## config.mk

```make
export PLATFORM = sky130hd
export DESIGN_NAME = ex_alu_stage
export DESIGN_NICKNAME = d
export VERILOG_FILES = /design/src/rtl/ex_alu_stage.sv
export SDC_FILE = /design/constraint.sdc
export NUM_CORES = 1
export LEC_CHECK = 0
export CAP_MARGIN = 20
export CORE_ASPECT_RATIO = 0.9
export CORE_MARGIN = 4
export CORE_UTILIZATION = 46
export DETAILED_ROUTE_END_ITERATION = 10
export PLACE_DENSITY = 0.74
export SYNTH_ARGS = -nofsm -noshare
export SYNTH_HDL_FRONTEND = slang
export SYNTH_SLANG_ARGS = --single-unit
export TNS_END_PERCENT = 30
```

## constraint.sdc

```tcl
create_clock -name clk -period 2.6 [get_ports clk]
set_input_delay 0.52 -clock clk [delete_from_list [all_inputs] [get_ports clk]]
set_output_delay 0.52 -clock clk [all_outputs]
set_load 0.03 [all_outputs]
```

## src/rtl/ex_alu_stage.sv

```systemverilog
// ex_alu_stage: MIPS execute-stage ALU with exception detection and EX/MEM register
//   clk, rst_n                      clock, asynchronous active-low reset
//   ex_valid, AluCtrlOut, undefine  instruction validity, ALU op code, reserved-instruction flag
//   ex_a, ex_b, ex_wdata, ex_rd     operands, store data, destination register
//   ex_regwrite/memread/memwrite    control bits from ID/EX
//   ex_pc                           PC of the instruction in EX
//   stall, flush, exc_ack           pipeline hold, squash, handler acknowledge
//   mem_*                           registered EX/MEM fields
//   exc_req, exc_code, exc_epc      held exception request to CP0
module ex_alu_stage #(
    parameter int WIDTH    = 32,
    parameter int OVF_TRAP = 1
) (
    input  logic             clk,
    input  logic             rst_n,
    input  logic             ex_valid,
    input  logic [2:0]       AluCtrlOut,
    input  logic             undefine,
    input  logic [WIDTH-1:0] ex_a,
    input  logic [WIDTH-1:0] ex_b,
    input  logic [WIDTH-1:0] ex_wdata,
    input  logic [4:0]       ex_rd,
    input  logic             ex_regwrite,
    input  logic             ex_memread,
    input  logic             ex_memwrite,
    input  logic [WIDTH-1:0] ex_pc,
    input  logic             stall,
    input  logic             flush,
    input  logic             exc_ack,
    output logic             mem_valid,
    output logic [WIDTH-1:0] mem_alu_result,
    output logic             mem_zero,
    output logic [WIDTH-1:0] mem_wdata,
    output logic [4:0]       mem_rd,
    output logic             mem_regwrite,
    output logic             mem_memread,
    output logic             mem_memwrite,
    output logic             exc_req,
    output logic [1:0]       exc_code,
    output logic [WIDTH-1:0] exc_epc
);
    typedef enum logic {S_RUN, S_EXC} state_t;
    localparam logic TRAP = (OVF_TRAP != 0);
    state_t state_q, state_d;
    logic valid_q, valid_d, zero_q, zero_d;
    logic regwrite_q, regwrite_d, memread_q, memread_d, memwrite_q, memwrite_d;
    logic exc_req_q, exc_req_d;
    logic [1:0] exc_code_q, exc_code_d;
    logic [4:0] rd_q, rd_d;
    logic [WIDTH-1:0] result_q, result_d, wdata_q, wdata_d, epc_q, epc_d;
    logic [WIDTH-1:0] sum, diff, lui, result;
    logic slt, ovf, rsvd, exc_cond;
    assign sum  = ex_a + ex_b;
    assign diff = ex_a - ex_b;
    assign slt  = $signed(ex_a) < $signed(ex_b);
    assign lui  = {{(WIDTH-16){1'b0}}, ex_b[15:0]} << 16;
    assign result = AluCtrlOut == 3'b000 ? ex_a & ex_b :
                    AluCtrlOut == 3'b001 ? ex_a | ex_b :
                    AluCtrlOut == 3'b010 ? sum :
                    AluCtrlOut == 3'b110 ? diff :
                    AluCtrlOut == 3'b111 ? {{(WIDTH-1){1'b0}}, slt} :
                    AluCtrlOut == 3'b011 ? ex_a ^ ex_b :
                    AluCtrlOut == 3'b101 ? lui : '0;
    // Overflow is only meaningful for the op that is actually selected.
    assign ovf = AluCtrlOut == 3'b010 ? (ex_a[WIDTH-1] == ex_b[WIDTH-1]) && (sum[WIDTH-1] != ex_a[WIDTH-1]) :
                 AluCtrlOut == 3'b110 ? (ex_a[WIDTH-1] != ex_b[WIDTH-1]) && (diff[WIDTH-1] != ex_a[WIDTH-1]) :
                 1'b0;
    assign rsvd     = undefine | (AluCtrlOut == 3'b100);
    assign exc_cond = ex_valid & (rsvd | (TRAP & ovf));
    always_comb begin
        state_d    = state_q;
        valid_d    = valid_q;
        result_d   = result_q;
        zero_d     = zero_q;
        wdata_d    = wdata_q;
        rd_d       = rd_q;
        regwrite_d = regwrite_q;
        memread_d  = memread_q;
        memwrite_d = memwrite_q;
        exc_req_d  = exc_req_q;
        exc_code_d = exc_code_q;
        epc_d      = epc_q;
        if (state_q == S_EXC) begin
            // Bubbles flow into MEM until the handler takes the exception.
            valid_d    = 1'b0;
            regwrite_d = 1'b0;
            memread_d  = 1'b0;
            memwrite_d = 1'b0;
            if (exc_ack) begin
                exc_req_d  = 1'b0;
                exc_code_d = 2'b00;
                state_d    = S_RUN;
            end
        end else if (flush) begin
            valid_d    = 1'b0;
            regwrite_d = 1'b0;
            memread_d  = 1'b0;
            memwrite_d = 1'b0;
        end else if (!stall) begin
            if (exc_cond) begin
                valid_d    = 1'b0;
                regwrite_d = 1'b0;
                memread_d  = 1'b0;
                memwrite_d = 1'b0;
                exc_req_d  = 1'b1;
                exc_code_d = rsvd ? 2'b01 : 2'b10;
                epc_d      = ex_pc;
                state_d    = S_EXC;
            end else begin
                valid_d    = ex_valid;
                result_d   = result;
                zero_d     = result == '0;
                wdata_d    = ex_wdata;
                rd_d       = ex_rd;
                regwrite_d = ex_valid & ex_regwrite;
                memread_d  = ex_valid & ex_memread;
                memwrite_d = ex_valid & ex_memwrite;
            end
        end
    end
    always_ff @(posedge clk or negedge rst_n) begin
        if (!rst_n) begin
            state_q    <= S_RUN;
            valid_q    <= 1'b0;
            result_q   <= '0;
            zero_q     <= 1'b0;
            wdata_q    <= '0;
            rd_q       <= '0;
            regwrite_q <= 1'b0;
            memread_q  <= 1'b0;
            memwrite_q <= 1'b0;
            exc_req_q  <= 1'b0;
            exc_code_q <= 2'b00;
            epc_q      <= '0;
        end else begin
            state_q    <= state_d;
            valid_q    <= valid_d;
            result_q   <= result_d;
            zero_q     <= zero_d;
            wdata_q    <= wdata_d;
            rd_q       <= rd_d;
            regwrite_q <= regwrite_d;
            memread_q  <= memread_d;
            memwrite_q <= memwrite_d;
            exc_req_q  <= exc_req_d;
            exc_code_q <= exc_code_d;
            epc_q      <= epc_d;
        end
    end
    assign mem_valid      = valid_q;
    assign mem_alu_result = result_q;
    assign mem_zero       = zero_q;
    assign mem_wdata      = wdata_q;
    assign mem_rd         = rd_q;
    assign mem_regwrite   = regwrite_q;
    assign mem_memread    = memread_q;
    assign mem_memwrite   = memwrite_q;
    assign exc_req        = exc_req_q;
    assign exc_code       = exc_code_q;
    assign exc_epc        = epc_q;
endmodule

```

==> results.md, run 1 <==
* Status: finished, violations left
* Violations in the final reports: setup timing
* CTS tree: yes
* R2R Path End: mem_alu_result[19]
* TritonRoute pass-1 iters at 6
* Dominant synthesized flop cell: sky130_fd_sc_hd__dfrtp_1
* Cell internal pwr at between 0.005 and 0.006 W
* F_max at 0.264 GHz
* Setup ws final at -1.18 ns
* Number of primary I/O pins at around 260
* DIE WIDTH at 167 um
* Peak ir drop on the vdd network at 0.481 mV
* Max-capacitance violation count at 0
* Number of clock sinks at 110
* Maximum fanout encountered on the critical timing path at 2
* Layout Utilization at just under 90%
* Layer with the highest usage: met2
* CTS H-tree lvls at 3
* CTS buffer count at 9
* Share of synthesized area occupied by flip-flops and latches at 26.4%
* Chip Height at 151 um
* Type of element capturing the critical path: flip-flop
* Effective utilization at floorplan at 47.4%
* Post-layout power at approximately 0.010 W
* Initial antenna violation count at 0
* Via count of the first global-routing pass at 14021
* Placed Instances at 2173
* Final count of negative-setup-slack endpoints at 110
* Element type at the critical path start: input port
* Switching power summed over all nets at ~0.0044 W
* First DRT Iteration DRCs at 1970
* Fraction of met1 tracks used by global routing at 50.2%
* Largest buffer count on any clock path at 2
* Worst Reg-to-Reg Cells at 9
* Routability congestion estimate from global placement at a little over 1
* Yosys warns at 0
* Capture point of the critical path: mem_zero
* Total detailed-routing wirelength at 61600 um
* Cell types with the highest counts after synthesis: sky130_fd_sc_hd__a21oi_1, sky130_fd_sc_hd__dfrtp_1, sky130_fd_sc_hd__inv_1
* Remaining design rule violation count at 0
* Area contributors post-synth: sky130_fd_sc_hd__dfrtp_1, sky130_fd_sc_hd__ha_1, sky130_fd_sc_hd__mux2_2
* Register-to-Register Setup Slack at approximately 0.47 ns
* Static leakage at 8.83 nW
* Syn nets at 1485
* GRT met3 Usage at between 8 and 9%
* #FFs+latches synth at 110
* CP Launch Point: ex_a[29]
* Aggregate negative setup slack at -106.88 ns
* Measured slew at the worst slew-check pin at 0.850 ns
* Post-synthesis instance area at 0.0104 mm^2
* Category of the critical setup timing path: in -> reg
* Area of the die at around 0.025 mm^2
* Routed vias at around 15000
* Global-route usage over all layers at 42.2%
* Number of buffers inserted for hold repair after clock tree synthesis at 0
* Switching part of the total power at 43.4%
* Final Slew Violations at 0
* Global-route wire length before repair at just over 80000 um
* Number of standard cells in the layout, taps in and fillers out at 2268
* Most numerous cell in the Yosys netlist: sky130_fd_sc_hd__a21oi_1
* Cell variety after synth at between 80 and 90
* IO buf count at 254
* Pin count of the biggest net entering global routing at 63
* Share of synthesized registers carrying an async set or reset at 100%
* Syn Inst Count at 1241
* Crit path time final at 3.78 ns
* Portion of total power attributed to sequential cells at 25.2%
* Vias per inst at 6.49
* Count of flip-flops with a built-in enable after synthesis at 0
* HPWL Detailed at 41100 um
* Minimum setup slack after placement at -2.13 ns
* Area added between synthesis and finish at 83.5%
* Clock edge transition at the registers on the reported setup and hold paths at 0.10 ns
* Post-Syn Area per Cell at between 8 and 9 um^2
* Share of total power in the clock network at 14.4%
* Global Route met2 Usage at 71.4%
* Number of rows in the core area at 51
* Fraction of post-synthesis cell area in the top cell type by area at 26.4%
* Clk root buf: sky130_fd_sc_hd__clkbuf_16
* Required time of the critical path at 2.86 ns
* Final Net Count at 2215
* Arrival time of data at the critical path endpoint at a little over 4 ns
* Portion of total power attributed to combinational logic at between 60 and 70%
* Unrepaired setup endpoints after global routing: true
* Core Region at 0.0220 mm^2
* Worst clock skew at 0.0149 ns
* Fraction of final layout cells sized beyond drive strength 1 at between 40 and 50%
* Relative slew slack at 43.3%
* Worst hold path type: in -> async
* Average wire per cell in the routed design at roughly 27 um
* Remaining global-route overflow at 0
* Final worst path period share at 145%
* Most area-hungry cell type in the Yosys netlist: sky130_fd_sc_hd__dfrtp_1
* Later-pin clock latency in the skew report at 0.37 ns
* Startpoint of the worst register-to-register path: state_q
* Pwr Density at 526 mW/mm^2
* Endpoints failing hold at 0
* Antenna violation net count after detailed routing at 0
## through the flow
step / hold slack [ns] / instance area, um^2
final: 0.247 / 19100
after global routing: 0.295 / 19100
after CTS: 0.267 / 18000
after detailed placement: 0.474 / 16500
after global placement: 0.460 / 16500
after floorplan: 0.224 / 10500
## power groups by stage
stage          combinational, W  clock [W]  sequential [W]
2_1_floorplan           0.00159          0         0.00332
3_3_place_gp            0.00499          0         0.00243
3_5_place_dp            0.00509          0         0.00248
4_1_cts                 0.00545    0.00139         0.00247
5_1_grt                 0.00624    0.00150         0.00256
6_report                0.00607    0.00145         0.00254
## cell type report
class | instances | area, um^2
flip-flops and latches | 110 | 2750
repair buffers | 792 | 6940
well taps | 291 | 364
clock buffers | 10 | 229
clock inverters | 6 | 63.8
fillers | 1120 | 2840
diodes | 1 | 2.50
inverters | 103 | 412
multi-input cells | 955 | 8350
## critical path, cell delays in order
cell and delay, ns:
sky130_fd_sc_hd__clkdlybuf4s50_1 0.50, sky130_fd_sc_hd__inv_1 0.09, sky130_fd_sc_hd__ha_4 0.26, sky130_fd_sc_hd__or4_1 0.57, sky130_fd_sc_hd__nand2b_2 0.27, sky130_fd_sc_hd__nor2_1 0.22
sky130_fd_sc_hd__a2111oi_0 0.13, sky130_fd_sc_hd__o21ai_0 0.18, sky130_fd_sc_hd__a31oi_2 0.11, sky130_fd_sc_hd__o221ai_2 0.25, sky130_fd_sc_hd__o2111ai_2 0.20, sky130_fd_sc_hd__nor4_2 0.35
sky130_fd_sc_hd__nand4bb_1 0.17, sky130_fd_sc_hd__o32ai_2 0.22
## placed cells by master (no fill, tap or decap), drive strengths merged, types with 10 or more instances in the layout
master	Yosys	final
clkdlybuf4s50	0	194
nor3	19	19
xnor2	27	27
nand2b	10	10
dfrtp	110	110
nand3	26	26
nor4	16	16
mux2	81	81
nor2b	16	16
inv	102	105
dlymetal6s2s	0	26
nand2	98	98
a21oi	113	113
a21o	18	18
clkbuf	38	25
buf	35	549
o31ai	16	16
ha	96	96
a211oi	15	15
or3	13	13
o21ai	78	78
a31oi	21	21
o21bai	11	11
o211ai	20	20
o22ai	14	14
nor2	96	96
## worst min-delay path by stage
stage | end | slack, ns | cells past startpoint
2_1_floorplan | exc_code[0] | 0.22 | 0
3_3_place_gp | mem_valid | 0.46 | 1
3_5_place_dp | mem_valid | 0.47 | 1
4_1_cts | exc_epc[28] | 0.27 | 1
5_1_grt | exc_epc[4] | 0.29 | 1
6_report | exc_epc[14] | 0.25 | 1
## layer usage
metal  share of wire [%]  up-vias
met5                   0        -
met4                 9.1        0
met3                  11      489
met2                  46     1379
met1                  34     6874
li1                    -     5967
## cells by family after synthesis
| kind of cell | Yosys count | synth area share, % |
|---|---|---|
| AOI/OAI and AO/OA | 400 | 25.6 |
| xor gates and xnor gates | 30 | 2.52 |
| adders and majority gates | 98 | 11.9 |
| buffers and inverters | 176 | 7.25 |
| DFF | 110 | 26.4 |
| muxes | 86 | 10.3 |
| and+or+nand+nor | 341 | 16.0 |
## registers in the layout, summed over array words and instances (netlist names)
name and flops:
mem_rd 5, mem_zero 1, mem_memwrite 1, mem_wdata 32
exc_req 1, exc_epc 32, mem_valid 1, mem_alu_result 32
exc_code 2, state_q 1, mem_memread 1, mem_regwrite 1
## timing repair
item | CTS | global route
gates cloned | 5 | 1
hold endpoints to repair | 0 | 0
setup buffers | 40 | 41
pin swaps | 44 | 95
gates resized for setup | 197 | 303
endpoints found under the setup margin | 110 | 110
Power figures use the tool's default switching activity.
==> run 2, diff against run 1 <==
HOLD_SLACK_MARGIN = 0.12   (was not set)
==> results of run 2 <==
No change in the layout: final DEF, timing and power equal those of run 1.
==> run 3, diff against run 2 <==
CAP_MARGIN = not set   (was 20)
DONT_BUFFER_PORTS = 1   (was not set)
PLACE_DENSITY = 0.6   (was 0.74)
SLEW_MARGIN = 0   (was not set)
==> results.md, run 3 (synthesis results as in run 1) <==
* Cell internal pwr at 0.00437 W (was 0.00569 W)
* Total detailed-routing wirelength at 41500 um (was 61600 um)
* Worst clock skew at 0.00542 ns (was 0.0149 ns)
* Final Net Count at 1809 (was 2215)
* Vias per inst at 5.88 (was 6.49)
* CTS buffer count at 9 (unchanged)
* Switching part of the total power at 42.5% (was 43.4%)
* Pin count of the biggest net entering global routing at 111 (was 63)
* Final worst path period share at 139% (was 145%)
* Fill cells at 1909 (was 1120)
* Initial antenna violation count at 0 (unchanged)
* Endpoints failing hold at 110 (was 0)
* Count of antenna diodes in the layout at 0 (was 1)
* Arrival time of data at the critical path endpoint at 3.84 ns (was 4.04 ns)
* Clk root buf: sky130_fd_sc_hd__clkbuf_16 (unchanged)
* Final count of negative-setup-slack endpoints at 110 (unchanged)
* Clock edge transition at the registers on the reported setup and hold paths at 0.07 ns (was 0.10 ns)
* Later-pin clock latency in the skew report at 0.34 ns (was 0.37 ns)
* IO buf count at 0 (was 254)
* Final Slew Violations at 0 (unchanged)
* Portion of total power attributed to combinational logic at 36.9% (was 60.4%)
* Cell Area, Placed at 0.0133 mm^2 (was 0.0165 mm^2)
* Setup ws final at -1.01 ns (was -1.18 ns)
* F_max at 0.277 GHz (was 0.264 GHz)
* Global-route usage over all layers at 31.7% (was 42.2%)
* Average wire per cell in the routed design at 22.3 um (was 27.2 um)
* Sequential Area at 0.00275 mm^2 (unchanged)
* Pwr Density at 539 mW/mm^2 (was 526 mW/mm^2)
* Crit path time final at 3.61 ns (was 3.78 ns)
* Number of primary I/O pins at 255 (unchanged)
* HPWL Detailed at 33400 um (was 41100 um)
* Number of clock sinks at 110 (unchanged)
* Area added between synthesis and finish at 35.4% (was 83.5%)
* Type of element capturing the critical path: flip-flop (unchanged)
* Post-route cell area at 0.0141 mm^2 (was 0.0191 mm^2)
* Portion of total power attributed to sequential cells at 45.5% (was 25.2%)
* TritonRoute pass-1 iters at 5 (was 6)
* Number of rows in the core area at 51 (unchanged)
* Global-route wire length before repair at 62500 um (was 82400 um)
* Commonest non-fill, non-tap cells in the layout: sky130_fd_sc_hd__buf_4, sky130_fd_sc_hd__dfrtp_1, sky130_fd_sc_hd__a21oi_1 (was sky130_fd_sc_hd__buf_4, sky130_fd_sc_hd__clkdlybuf4s50_1, sky130_fd_sc_hd__dfrtp_1)
* Unrepaired setup endpoints after global routing: true (unchanged)
* CTS H-tree lvls at 3 (unchanged)
* Core Region at 0.0220 mm^2 (unchanged)
* Combined area of the multi-input logic cells at 0.00729 mm^2 (was 0.00835 mm^2)
* Largest buffer count on any clock path at 2 (unchanged)
* Worst Reg-to-Reg Cells at 6 (was 9)
* Status: finished, violations left (unchanged)
* Peak ir drop on the vdd network at 0.471 mV (was 0.481 mV)
* Relative slew slack at 42.1% (was 43.3%)
* Category of the critical setup timing path: in -> reg (unchanged)
* Fraction of final layout cells sized beyond drive strength 1 at 35.8% (was 46.1%)
* Chip Height at 151 um (unchanged)
* Minimum setup slack after placement at -1.61 ns (was -2.13 ns)
* Maximum fanout encountered on the critical timing path at 13 (was 2)
* Max-capacitance violation count at 0 (unchanged)
* Post-layout power at 0.00760 W (was 0.0101 W)
* Measured slew at the worst slew-check pin at 0.860 ns (was 0.850 ns)
* Most common cell after layout, fill and taps aside: sky130_fd_sc_hd__buf_4 (unchanged)
* Share of total power in the clock network at 17.6% (was 14.4%)
* Routability congestion estimate from global placement at 1.02 (about the same)
* DIE WIDTH at 167 um (unchanged)
* Aggregate negative setup slack at -98.98 ns (was -106.88 ns)
* First DRT Iteration DRCs at 1164 (was 1970)
* Remaining global-route overflow at 0 (unchanged)
* Static leakage at 6.59 nW (was 8.83 nW)
* Violations in the final reports: hold timing, setup timing (was setup timing)
* Worst hold path type: in -> async (unchanged)
* Element type at the critical path start: input port (unchanged)
* Via count of the first global-routing pass at 10664 (was 14021)
* Switching power summed over all nets at 0.00323 W (was 0.00436 W)
* CTS tree: yes (unchanged)
* Required time of the critical path at 2.82 ns (was 2.86 ns)
* Antenna violation net count after detailed routing at 0 (unchanged)
* Routed vias at 10928 (was 14709)
* Worst Hold Slack at -0.130 ns (was 0.247 ns)
* Area of the die at 0.0251 mm^2 (unchanged)
* Effective utilization at floorplan at 47.4% (unchanged)
* Remaining design rule violation count at 0 (unchanged)
-- run 3: path summary, 6_finish.rpt --
path	slack, ns	end	startpoint
worst max register to register	0.46	exc_epc[16]	state_q
worst max-delay path	-1.01	exc_epc[16]	ex_a[18]
max in group asynchronous	2.61	mem_rd[2]	rst_n
worst min register to register	0.64	state_q	state_q
min in group clk	0.27	state_q	exc_ack
worst min-delay path	-0.13	exc_epc[28]	rst_n
-- run 3: cell type report --
| class | count | share of cell area (%) |
|---|---|---|
| multi-input combinational | 955 | 51.7 |
| timing repair buffer | 386 | 21.2 |
| sequential | 110 | 19.5 |
| inverter | 103 | 2.86 |
| tap | 291 | 2.58 |
| clock buffer | 13 | 1.99 |
| clock inverter | 2 | 0.106 |
-- run 3: power groups by stage --
stage | clock, W | sequential (W) | combinational [W]
after global placement | 0 | 0.00349 | 0.00259
after floorplan | 0 | 0.00332 | 0.00159
after detailed placement | 0 | 0.00350 | 0.00263
after CTS | 0.00136 | 0.00347 | 0.00272
final | 0.00133 | 0.00346 | 0.00281
after global routing | 0.00143 | 0.00351 | 0.00302
-- run 3: worst max-delay path, cell delays in order --
cell and delay, ns:
sky130_fd_sc_hd__inv_1 0.02, sky130_fd_sc_hd__ha_1 0.34, sky130_fd_sc_hd__buf_6 0.17, sky130_fd_sc_hd__nand2_1 0.09, sky130_fd_sc_hd__o21ai_2 0.07, sky130_fd_sc_hd__o32a_1 0.38
sky130_fd_sc_hd__a221o_1 0.39, sky130_fd_sc_hd__o211ai_2 0.23, sky130_fd_sc_hd__a21oi_4 0.11, sky130_fd_sc_hd__or4_4 0.45, sky130_fd_sc_hd__a31oi_4 0.24, sky130_fd_sc_hd__nor2_4 0.08
sky130_fd_sc_hd__nor2_8 0.15, sky130_fd_sc_hd__buf_4 0.16, sky130_fd_sc_hd__buf_16 0.14, sky130_fd_sc_hd__mux2_4 0.30
-- run 3: metrics by stage --
step | cells | utilization (%)
global route | 1860 | 64.2
detailed placement | 1832 | 60.8
CTS | 1858 | 63.6
floorplan | 1241 | -
finish | 1860 | 64.2
global placement | 1832 | 60.8
-- run 3: per-layer routing --
metal,share of wire [%],wire length [um],vias to the layer above,track usage [%]
li1,-,-,5137,-
met1,41,16900,5150,41.7
met2,46,18900,557,50.8
met3,10,4280,84,9.11
met4,3.5,1450,0,10.3
met5,0,0,-,0
-- run 3: what timing repair did --
item	CTS	global route
pin swaps	19	12
endpoints found under the setup margin	110	110
buffers inserted	10	2
gates resized for setup	45	25
hold endpoints to repair	110	110
cloned	1	0
==> variant, RTL diff (config.mk and constraints of run 3) <==
`result_q`, `wdata_q` and `rd_q` no longer have a reset.
--- a/src/rtl/ex_alu_stage.sv
+++ b/src/rtl/ex_alu_stage.sv
@@ -124,6 +124,3 @@
             valid_q    <= 1'b0;
-            result_q   <= '0;
             zero_q     <= 1'b0;
-            wdata_q    <= '0;
-            rd_q       <= '0;
             regwrite_q <= 1'b0;
@@ -137,6 +134,3 @@
             valid_q    <= valid_d;
-            result_q   <= result_d;
             zero_q     <= zero_d;
-            wdata_q    <= wdata_d;
-            rd_q       <= rd_d;
             regwrite_q <= regwrite_d;
@@ -148,2 +142,8 @@
         end
+    end
+
+    always_ff @(posedge clk) begin
+        result_q <= result_d;
+        wdata_q  <= wdata_d;
+        rd_q     <= rd_d;
     end
Behaviour: not the same (a bounded check fails within 4 cycles, from zero or initial values and one cycle with rst_n low).
==> variant against run 3 <==
- the run ends with negative setup slack left
- area after synthesis fell by 6.4%
- sequential power fell by 24%
- first-iteration DRC count is 17% lower
- design area down 1.9%
- sequential cell count unchanged
- combinational power fell by 7.5%
- worst hold slack improved by 0.38 ns
- via count fell by 4.5%
- power fell by 13%
- worst setup slack improved by 0.061 ns
- wire length down 0.34%
==> variant: results (changes against run 3) <==
<table>
<tr><th>Metric</th><th>Value</th></tr>
<tr><th colspan="2">Power and ir drop</th></tr>
<tr><td>Largest vdd supply drop</td><td>0.3164 mV (was 0.4715 mV)</td></tr>
<tr><th colspan="2">Placement</th></tr>
<tr><td>Post-detail-place hpwl</td><td>32,120 um (was 33,410 um)</td></tr>
<tr><td>Placer's final routability congestion estimate</td><td>1.055 (was 1.025)</td></tr>
<tr><th colspan="2">Logic synthesis</th></tr>
<tr><td>Netlist cell types</td><td>83 (was 88)</td></tr>
<tr><td>Share of synthesized area occupied by flip-flops and latches</td><td>0.3179 (was 0.2643)</td></tr>
<tr><td>Top cells by count, synth</td><td>103 x sky130_fd_sc_hd__a21oi_1, 99 x sky130_fd_sc_hd__inv_1, 96 x sky130_fd_sc_hd__ha_1 (was 112 x sky130_fd_sc_hd__a21oi_1, 110 x sky130_fd_sc_hd__dfrtp_1, 102 x sky130_fd_sc_hd__inv_1)</td></tr>
<tr><th colspan="2">Outcome</th></tr>
<tr><td>Outcome</td><td>complete, but fails checks (unchanged)</td></tr>
<tr><td>Violations in the final reports</td><td>negative setup slack (was negative hold slack, negative setup slack)</td></tr>
<tr><th colspan="2">Critical path</th></tr>
<tr><td>Setup slack, reg-to-reg</td><td>0.73 ns (was 0.46 ns)</td></tr>
<tr><td>Path depth of the worst reg2reg path</td><td>5 (was 6)</td></tr>
<tr><td>Largest incremental delay on the critical path</td><td>0.50 ns (was 0.45 ns)</td></tr>
<tr><td>Crit path capture</td><td>mem_wdata[13] (was exc_epc[16])</td></tr>
<tr><td>Start point of the critical path</td><td>ex_a[1] (was ex_a[18])</td></tr>
<tr><th colspan="2">Min path</th></tr>
<tr><td>Class of the tightest hold or removal check</td><td>in -&gt; reg (was in -&gt; async)</td></tr>
<tr><th colspan="2">Route</th></tr>
<tr><td>Wirelength per Cell</td><td>23.82 um (was 22.30 um)</td></tr>
<tr><td>Router iterations before antenna repair</td><td>6 (was 5)</td></tr>
<tr><td>Mean number of vias per cell</td><td>6.013 (was 5.875)</td></tr>
<tr><th colspan="2">Global routing</th></tr>
<tr><td>Global-route wire length before repair</td><td>60,290 um (was 62,480 um)</td></tr>
<tr><td>Largest net degree at the start of global routing</td><td>68 (was 111)</td></tr>
<tr><td>Via count of the first global-routing pass</td><td>10,090 (was 10,660)</td></tr>
<tr><td>Overall fraction of global-route tracks in use</td><td>0.3302 (was 0.3173)</td></tr>
<tr><th colspan="2">Final layout</th></tr>
<tr><td>Number of fill cells</td><td>1,740 (was 1,909)</td></tr>
<tr><td>Fraction of final layout cells with drive strength greater than 1</td><td>0.3524 (was 0.3582)</td></tr>
<tr><th colspan="2">Timing</th></tr>
<tr><td>Final setup fails</td><td>131 (was 110)</td></tr>
<tr><td>Slew margin rel.</td><td>0.5892 (was 0.4208)</td></tr>
<tr><td>PnR worst setup slack</td><td>-0.9514 ns (was -1.012 ns)</td></tr>
<tr><th colspan="2">CTS</th></tr>
<tr><td>Clock insertion delay at the later pin of the skew report</td><td>0.37 ns (was 0.34 ns)</td></tr>
</table>
-- variant: worst min path at each step --
stage                             from       endpoint  slack, ns  depth (start not counted)
final                      ex_wdata[5]   mem_wdata[5]       0.25                          0
after global routing      ex_wdata[21]  mem_wdata[21]       0.23                          0
after CTS                  ex_wdata[5]   mem_wdata[5]       0.24                          0
after detailed placement         rst_n     exc_epc[1]       0.23                          0
after global placement           rst_n     exc_epc[1]       0.23                          0
after floorplan                  rst_n    exc_code[0]       0.22                          0
-- variant: stage by stage --
stage,TNS (ns),utilization,worst slack (ns)
6_report,-99.73,0.6637,-0.9514
2_1_floorplan,-151.40,-,-1.592
3_5_place_dp,-171.60,0.5998,-1.557
3_3_place_gp,-161.08,0.5998,-1.478
5_1_grt,-107.85,0.6637,-1.048
4_1_cts,-95.15,0.6506,-0.9156
-- variant: area by class of cell --
cell class / instances / area, sq um / share of cell area
clock buffers: 9 / 225.2 / 0.01629
clock inverters: 7 / 83.83 / 0.006063
inverters: 101 / 390.4 / 0.02824
multi-input cells: 850 / 6574 / 0.4755
flip-flops and latches: 110 / 3098 / 0.2241
well taps: 286 / 357.8 / 0.02588
repair buffers: 373 / 3097 / 0.2240
-- variant: per-layer routing --
layer	vias to the layer above	global-route usage	wire length (um)	share of wire
li1	4796	-	-	-
met5	-	0	0	0
met2	590	0.5124	18420	0.45
met1	4978	0.4323	16910	0.41
met3	74	0.1177	4807	0.12
met4	0	0.1053	1199	0.029
-- variant: kinds of logic after synthesis --
group,count (synthesis),synth area share
XOR/XNOR,21,0.01888
AO/OA/AOI/OAI,354,0.2467
flip-flops,110,0.3179
adder cells (fa/ha/maj),98,0.1274
multiplexers,47,0.05277
AND/OR/NAND/NOR,330,0.1687
buffers and inverters,166,0.06767
-- variant: where the power goes --
group / internal, W / total [W] / switching, W
combinational: 0.00130 / 0.00260 / 0.00131
clock: 0.000692 / 0.00140 / 0.000706
sequential: 0.00209 / 0.00262 / 0.000532
total: 0.00408 / 0.00662 / 0.00254
-- variant: critical path, delay by kind of cell --
| family | cells | cell delay, ns |
|---|---|---|
| buf+inv | 5 | 0.56 |
| compound gates | 7 | 1.97 |
| fa+ha+maj | 1 | 0.26 |
| simple gates | 1 | 0.13 |
| mux | 1 | 0.19 |
-- variant: timing repair --
action / in CTS / in global routing
buffers inserted: 18 / 4
hold buffers: 2 / 0
endpoints found under the setup margin: 133 / 133
pin swaps: 46 / 15
endpoints found under the hold margin: 41 / 0
resized for setup: 98 / 42
cloned: 5 / 3
